==> src/rtl/clk_div_pkg.sv <==
// ---------------------------------------------------------------------------
// clk_div_pkg
// Shared constants for the multi-channel clock divider.
//   CH_IDX_W           : width of the config channel index
//   DIV_2HZ/400HZ/25MHZ: divisors for the standard 100 MHz top-level rates
//   half_period_to_div : converts a half-period in clk cycles to a divisor
// ---------------------------------------------------------------------------
package clk_div_pkg;

    localparam int CH_IDX_W = 4;

    // Divisor D yields a half-period of D+1 clk cycles.
    localparam int unsigned DIV_2HZ   = 24999999;
    localparam int unsigned DIV_400HZ = 124999;
    localparam int unsigned DIV_25MHZ = 1;

    // A half-period of zero cycles is meaningless; clamp it to the fastest rate.
    function automatic int unsigned half_period_to_div(input int unsigned half_cycles);
        return (half_cycles == 0) ? 0 : half_cycles - 1;
    endfunction

endpackage

==> src/rtl/clk_div_channel.sv <==
// ---------------------------------------------------------------------------
// clk_div_channel
// One divider channel: counter, active divisor, shadow divisor with pending
// flag, registered square wave and one-cycle toggle tick.
// Ports:
//   clk, rst     : clock, asynchronous active-low reset
//   en           : run enable (0 holds the channel idle at phase zero)
//   restart      : phase-align pulse, overrides a coincident wrap
//   wr, wr_div   : accepted divisor write into the shadow register
//   pending      : shadow holds a divisor not yet applied
//   div_clk      : divided square wave
//   div_tick     : one-cycle pulse on each div_clk toggle
// ---------------------------------------------------------------------------
module clk_div_channel
    import clk_div_pkg::*;
#(
    parameter int               CNT_W  = 25,
    parameter logic [CNT_W-1:0] INIT_D = '0
) (
    input  logic             clk,
    input  logic             rst,
    input  logic             en,
    input  logic             restart,
    input  logic             wr,
    input  logic [CNT_W-1:0] wr_div,
    output logic             pending,
    output logic             div_clk,
    output logic             div_tick
);

    logic [CNT_W-1:0] cnt;
    logic [CNT_W-1:0] div_q;
    logic [CNT_W-1:0] shadow;

    always_ff @(posedge clk or negedge rst) begin
        if (!rst) begin
            cnt      <= '0;
            div_q    <= INIT_D;
            shadow   <= INIT_D;
            pending  <= 1'b0;
            div_clk  <= 1'b0;
            div_tick <= 1'b0;
        end else begin
            if (restart || !en) begin
                // Idle or realigned: park at phase zero and take any
                // waiting divisor right away, since no half-period is running.
                cnt      <= '0;
                div_clk  <= 1'b0;
                div_tick <= 1'b0;
                if (pending) begin
                    div_q   <= shadow;
                    pending <= 1'b0;
                end
            end else if (cnt == div_q) begin
                // Wrap: the swap happens here so the new divisor governs
                // the whole next half-period, never a partial one.
                cnt      <= '0;
                div_clk  <= ~div_clk;
                div_tick <= 1'b1;
                if (pending) begin
                    div_q   <= shadow;
                    pending <= 1'b0;
                end
            end else begin
                cnt      <= cnt + 1'b1;
                div_tick <= 1'b0;
            end
            // Accepts only arrive while pending is clear, so a write landing
            // on a wrap or restart edge stays pending for the next wrap.
            if (wr) begin
                shadow  <= wr_div;
                pending <= 1'b1;
            end
        end
    end

endmodule

==> src/rtl/clk_div_multi.sv <==
// ---------------------------------------------------------------------------
// clk_div_multi
// Runtime-programmable multi-channel clock divider. Each channel emits a
// square wave and a one-cycle tick per toggle; ticks are the intended
// clock enables for downstream logic.
// Ports:
//   clk, rst      : system clock, asynchronous active-low reset
//   ch_en         : per-channel run enable
//   sync_restart  : one-cycle pulse that phase-aligns all channels
//   cfg_valid     : divisor write request
//   cfg_ch        : target channel index
//   cfg_div       : new divisor (half-period = cfg_div+1 cycles)
//   cfg_ready     : write accepted when cfg_valid && cfg_ready
//   cfg_err       : one-cycle pulse after a write to a missing channel
//   div_clk       : divided square waves
//   div_tick      : one-cycle pulse on each div_clk toggle
//
// Config handshake: a write transfers on any clk edge where cfg_valid and
// cfg_ready are both high. cfg_ready depends combinationally on cfg_ch: it is
// low only while the addressed channel already holds an unapplied divisor, so
// a requester keeps cfg_valid/cfg_ch/cfg_div stable until it sees ready.
// Out-of-range indices are always ready; the write is dropped and flagged.
// ---------------------------------------------------------------------------
module clk_div_multi
    import clk_div_pkg::*;
#(
    parameter int                      NUM_CH   = 3,
    parameter int                      CNT_W    = 25,
    parameter logic [NUM_CH*CNT_W-1:0] INIT_DIV = {25'(DIV_25MHZ), 25'(DIV_400HZ), 25'(DIV_2HZ)},
    parameter logic [NUM_CH-1:0]       EN_INIT  = '1
) (
    input  logic                clk,
    input  logic                rst,
    input  logic [NUM_CH-1:0]   ch_en,
    input  logic                sync_restart,
    input  logic                cfg_valid,
    input  logic [CH_IDX_W-1:0] cfg_ch,
    input  logic [CNT_W-1:0]    cfg_div,
    output logic                cfg_ready,
    output logic                cfg_err,
    output logic [NUM_CH-1:0]   div_clk,
    output logic [NUM_CH-1:0]   div_tick
);

    localparam int              IDX_SPAN = 1 << CH_IDX_W;
    localparam logic [CH_IDX_W:0] NUM_CH_L = (CH_IDX_W+1)'(NUM_CH);

    // EN_INIT documents the tie-off for ch_en; it must match the channel count.
    if (NUM_CH < 1 || NUM_CH > IDX_SPAN || $bits(EN_INIT) != NUM_CH) begin : g_bad_params
        $error("clk_div_multi: NUM_CH must be 1..16 and EN_INIT NUM_CH bits wide");
    end

    logic [NUM_CH-1:0]   pending;
    logic [NUM_CH-1:0]   wr;
    logic [IDX_SPAN-1:0] pend_pad;
    logic                cfg_oor;

    // Pad pending out to the full index range so any cfg_ch can select it.
    always_comb begin
        pend_pad               = '0;
        pend_pad[NUM_CH-1:0]   = pending;
    end

    assign cfg_oor   = ({1'b0, cfg_ch} >= NUM_CH_L);
    assign cfg_ready = cfg_oor | ~pend_pad[cfg_ch];

    always_ff @(posedge clk or negedge rst) begin
        if (!rst) begin
            cfg_err <= 1'b0;
        end else begin
            cfg_err <= cfg_valid && cfg_oor;
        end
    end

    for (genvar i = 0; i < NUM_CH; i++) begin : g_ch
        assign wr[i] = cfg_valid && cfg_ready && !cfg_oor && (cfg_ch == CH_IDX_W'(i));

        clk_div_channel #(
            .CNT_W  (CNT_W),
            .INIT_D (INIT_DIV[i*CNT_W +: CNT_W])
        ) u_ch (
            .clk      (clk),
            .rst      (rst),
            .en       (ch_en[i]),
            .restart  (sync_restart),
            .wr       (wr[i]),
            .wr_div   (cfg_div),
            .pending  (pending[i]),
            .div_clk  (div_clk[i]),
            .div_tick (div_tick[i])
        );
    end

endmodule

==> config.mk <==
export PLATFORM = sky130hd
export DESIGN_NAME = clk_div_multi
export DESIGN_NICKNAME = d
export VERILOG_FILES = /design/src/rtl/clk_div_pkg.sv /design/src/rtl/clk_div_channel.sv /design/src/rtl/clk_div_multi.sv
export SDC_FILE = /design/constraint.sdc
export NUM_CORES = 1
export LEC_CHECK = 0
export CAP_MARGIN = 20
export CORE_ASPECT_RATIO = 0.6
export CORE_MARGIN = 5
export CORE_UTILIZATION = 60
export CTS_CLUSTER_SIZE = 14
export DETAILED_ROUTE_END_ITERATION = 10
export PLACE_DENSITY = 0.79
export SYNTH_ARGS = -nofsm -noshare
export SYNTH_HDL_FRONTEND = slang
export SYNTH_SLANG_ARGS = --single-unit
==> constraint.sdc <==
create_clock -name clk -period 3.3 [get_ports clk]
set_input_delay 0.66 -clock clk [delete_from_list [all_inputs] [get_ports clk]]
set_output_delay 0.66 -clock clk [all_outputs]
set_load 0.03 [all_outputs]
==> impl_metrics.py <==
metrics = {
    "clocking": {
        "cts_root_buf": "sky130_fd_sc_hd__clkbuf_16",
        "numCtsBuffers": 22,
        "cts_hold_buf": 0,
        "clkTransAtPathRegs_ns": 0.06,
        "worstSkewPairLatency_ns": 0.50,
        "cts-htree-levels": 1,
        "tritoncts": "yes",
        "cts_post_setup_buffers_inserted": 0,
        "cts.sink_count": 235,
        "cts.repair.resized": 0,
        "cts_buffer_depth": 3,
    },
    "pwr": {
        "p_leak_uw": 0.00516,
        "power_consumption_uw": 8250,
        "vdd_ir_drop_max_v": 0.000496,
        "power.density_nw_per_um2": 679,
    },
    "global_route": {
        "grt_antenna_before_repair": 0,
        "grt.total_usage_pct": 22.8,
        "grt_pass1_vias": 6541,
        "grt_pass1_wl_um": 37400,
        "grt_max_degree": 109,
        "global_route.overflow_total": 0,
    },
    "sta": {
        "finClkSkew_ns": 0.00718,
        "rsz0062_at_grt": "false",
        "slew-limit-headroom_pct": 42.9,
        "final_period_minus_worst_setup_slack_ns": 2.96,
        "worstMarginPinSlew_ns": 0.856,
        "tns_ns": 0,
        "post-route-period-util_pct": 89.8,
        "timing_hold_violations_final": 0,
        "timing.hold.ws_ns": 0.226,
        "slew_viol_final": 0,
        "setup_viol_count_final": 0,
        "layout_setup_ws_ns": 0.336,
        "max_clock_freq_mhz": 337,
    },
    "floorplan": {
        "core_area_um2": 17900,
        "initial_core_util_pct": 60.4,
        "die_height_um": 114,
        "core_rows": 38,
        "boundaryPins": 44,
        "chip_width_um": 183,
        "design.die.area_um2": 20900,
    },
    "routing": {
        "initial_drt_markers": 489,
        "postRouteAntennaNets": 0,
        "detail_route.first_pass.iterations": 5,
        "top_layer": "met4",
        "drt_wl_total_um": 22900,
        "post_drt_via_cell_ratio": 5.62,
        "route.met3.wl_um": 1500,
        "routedLengthMet1_um": 11400,
        "route.vias.total": 6434,
        "route.met2.wl_um": 9710,
        "wire_per_inst_um": 20.0,
        "drc_violations_left": 0,
    },
    "finish": {
        "drive_above_1_share_pct": 29.1,
        "multi_input_comb_area_um2": 4580,
        "final_cell_mix": "sky130_fd_sc_hd__dfrtp_1, sky130_fd_sc_hd__mux2_2, sky130_fd_sc_hd__nor2_1, sky130_fd_sc_hd__xnor2_1, sky130_fd_sc_hd__dfstp_2",
        "layout-area-overhead-vs-synth_pct": 12.5,
        "diode_count": 0,
        "finalNetCount": 928,
        "layout_commonest_cell": "sky130_fd_sc_hd__dfrtp_1",
        "total_area_of_sequential_cells_um2": 5950,
        "fillcell_total": 1305,
    },
    "yosys": {
        "mappedNetlistNets": 885,
        "ys_ff_latch": 235,
        "largest_cells_by_area_after_synthesis": "sky130_fd_sc_hd__dfrtp_1, sky130_fd_sc_hd__dfstp_2, sky130_fd_sc_hd__mux2_2",
        "async_reset_ff_share_pct": 100,
        "synth_top_flop_cell": "sky130_fd_sc_hd__dfrtp_1",
        "yosysSeqAreaShare_pct": 55.1,
        "postSynthCellCount": 846,
        "synth-edff-count": 0,
        "syn_area_um2": 10800,
        "synth_warnings": 0,
        "synthesis.area_per_instance_um2": 12.8,
        "yosys.area.top_type_share_pct": 41.9,
        "yosysTopAreaCell": "sky130_fd_sc_hd__dfrtp_1",
        "synth_cell_type_count": 37,
    },
    "setup_path": {
        "worst-path-max-fanout": 6,
        "reg2reg_depth": 6,
        "cp_data_arrival_time_ns": 2.30,
        "worst-endpoint-required_ns": 2.64,
        "timing.critical_path.from_type": "primary input",
        "worstSetupEndpointType": "primary output",
        "critical_path_class": "primary input to primary output",
    },
    "hold_path": {
        "min-delay-path-class": "primary input to async pin",
    },
    "run_status": {
        "outcome": "finished clean",
    },
    "placed_design": {
        "routability_congestion": 0.887,
        "preCtsSetupSlack_ns": 0.310,
        "dp_hpwl_um": 16200,
        "port-buffer-count": 43,
    },
    "job": {
        "timing.max_cap.violations": 0,
    },
}
## critical path, stage by stage
cell and delay (ns):
sky130_fd_sc_hd__clkdlybuf4s50_1 0.58, sky130_fd_sc_hd__mux2i_1 0.23, sky130_fd_sc_hd__o21ai_0 0.09, sky130_fd_sc_hd__nand2_1 0.07
sky130_fd_sc_hd__clkdlybuf4s50_1 0.66
## state kept, by name, indices dropped and copies added (netlist names)
signal              count
g_ch.u_ch.shadow       75
cfg_err                 1
g_ch.u_ch.div_tick      3
g_ch.u_ch.div_clk       3
g_ch.u_ch.pending       3
g_ch.u_ch.div_q        75
g_ch.u_ch.cnt          75
## final cells by class
cell class,instances,area share [%]
repair buffers,55,4.74
inverters,15,0.463
multi-input cells,560,37.6
flip-flops and latches,235,48.9
well taps,240,2.47
clock buffers,33,5.29
clock inverters,6,0.453
## layer usage
metal / up-vias / GRT usage [%]
met3: 23 / 5.23
li1: 2983 / -
met1: 3265 / 36.2
met4: 0 / 3.67
met2: 163 / 32.8
met5: - / 0
## cell families after synthesis
logic type	Yosys count	share of synthesized area, %
flops	235	55.1
xor+xnor	144	11.7
fa+ha+maj	3	0.348
mux	154	17.4
buf+inv	51	2.56
simple gates	248	11.6
compound gates	11	1.26
## final timing paths
path / slack (ns) / from / endpoint
setup reg to reg: 0.78 / g_ch[1].u_ch.cnt[3]$_DFF_PN0_ / g_ch[1].u_ch.div_q[3]$_DFFE_PN0P_
min in group clk: 0.50 / g_ch[2].u_ch.shadow[15]$_DFFE_PN0P_ / g_ch[2].u_ch.div_q[15]$_DFFE_PN0P_
max in group asynchronous: 2.27 / rst / g_ch[2].u_ch.shadow[19]$_DFFE_PN0P_
hold reg to reg: 0.50 / g_ch[2].u_ch.shadow[15]$_DFFE_PN0P_ / g_ch[2].u_ch.div_q[15]$_DFFE_PN0P_
setup / recovery: 0.34 / cfg_ch[0] / cfg_ready
hold / removal: 0.23 / rst / g_ch[1].u_ch.shadow[7]$_DFFE_PN0P_
## power breakdown
| group | switching [uW] | internal [uW] | leakage (uW) | total [uW] |
|---|---|---|---|---|
| registers | 482 | 3660 | 0.00296 | 4140 |
| clock network | 1040 | 1420 | 0.000347 | 2470 |
| logic | 708 | 936 | 0.00185 | 1640 |
| total | 2230 | 6020 | 0.00516 | 8250 |
## stage by stage
stage | instance area [um2] | util, % | instances
2_1_floorplan | 10800 | - | 846
6_report | 12200 | 68.0 | 1144
5_1_grt | 12200 | 68.0 | 1144
4_1_cts | 12200 | 68.0 | 1144
3_5_place_dp | 11500 | 64.1 | 1105
3_3_place_gp | 11500 | 64.1 | 1105
## synth_stat cells (2+ instances only)
cell	count
sky130_fd_sc_hd__o21ai_0	4
sky130_fd_sc_hd__clkbuf_1	8
sky130_fd_sc_hd__xor2_1	40
sky130_fd_sc_hd__and3_1	11
sky130_fd_sc_hd__dfrtp_1	181
sky130_fd_sc_hd__nor2_1	105
sky130_fd_sc_hd__a31o_2	3
sky130_fd_sc_hd__buf_1	2
sky130_fd_sc_hd__clkbuf_2	2
sky130_fd_sc_hd__dfstp_2	54
sky130_fd_sc_hd__nor4_4	3
sky130_fd_sc_hd__nand3b_1	2
sky130_fd_sc_hd__inv_1	15
sky130_fd_sc_hd__mux2_4	40
sky130_fd_sc_hd__buf_2	12
sky130_fd_sc_hd__nand2b_1	3
sky130_fd_sc_hd__buf_6	6
sky130_fd_sc_hd__nand4_1	34
sky130_fd_sc_hd__mux2_2	113
sky130_fd_sc_hd__buf_4	6
sky130_fd_sc_hd__a41oi_4	3
sky130_fd_sc_hd__nor4_1	3
sky130_fd_sc_hd__ha_1	3
sky130_fd_sc_hd__nor3_1	14
sky130_fd_sc_hd__and2_1	5
sky130_fd_sc_hd__xnor2_1	104
sky130_fd_sc_hd__nand2_1	26
sky130_fd_sc_hd__and4_1	10
sky130_fd_sc_hd__nand3_1	26
(Power assumes the default switching activity.)
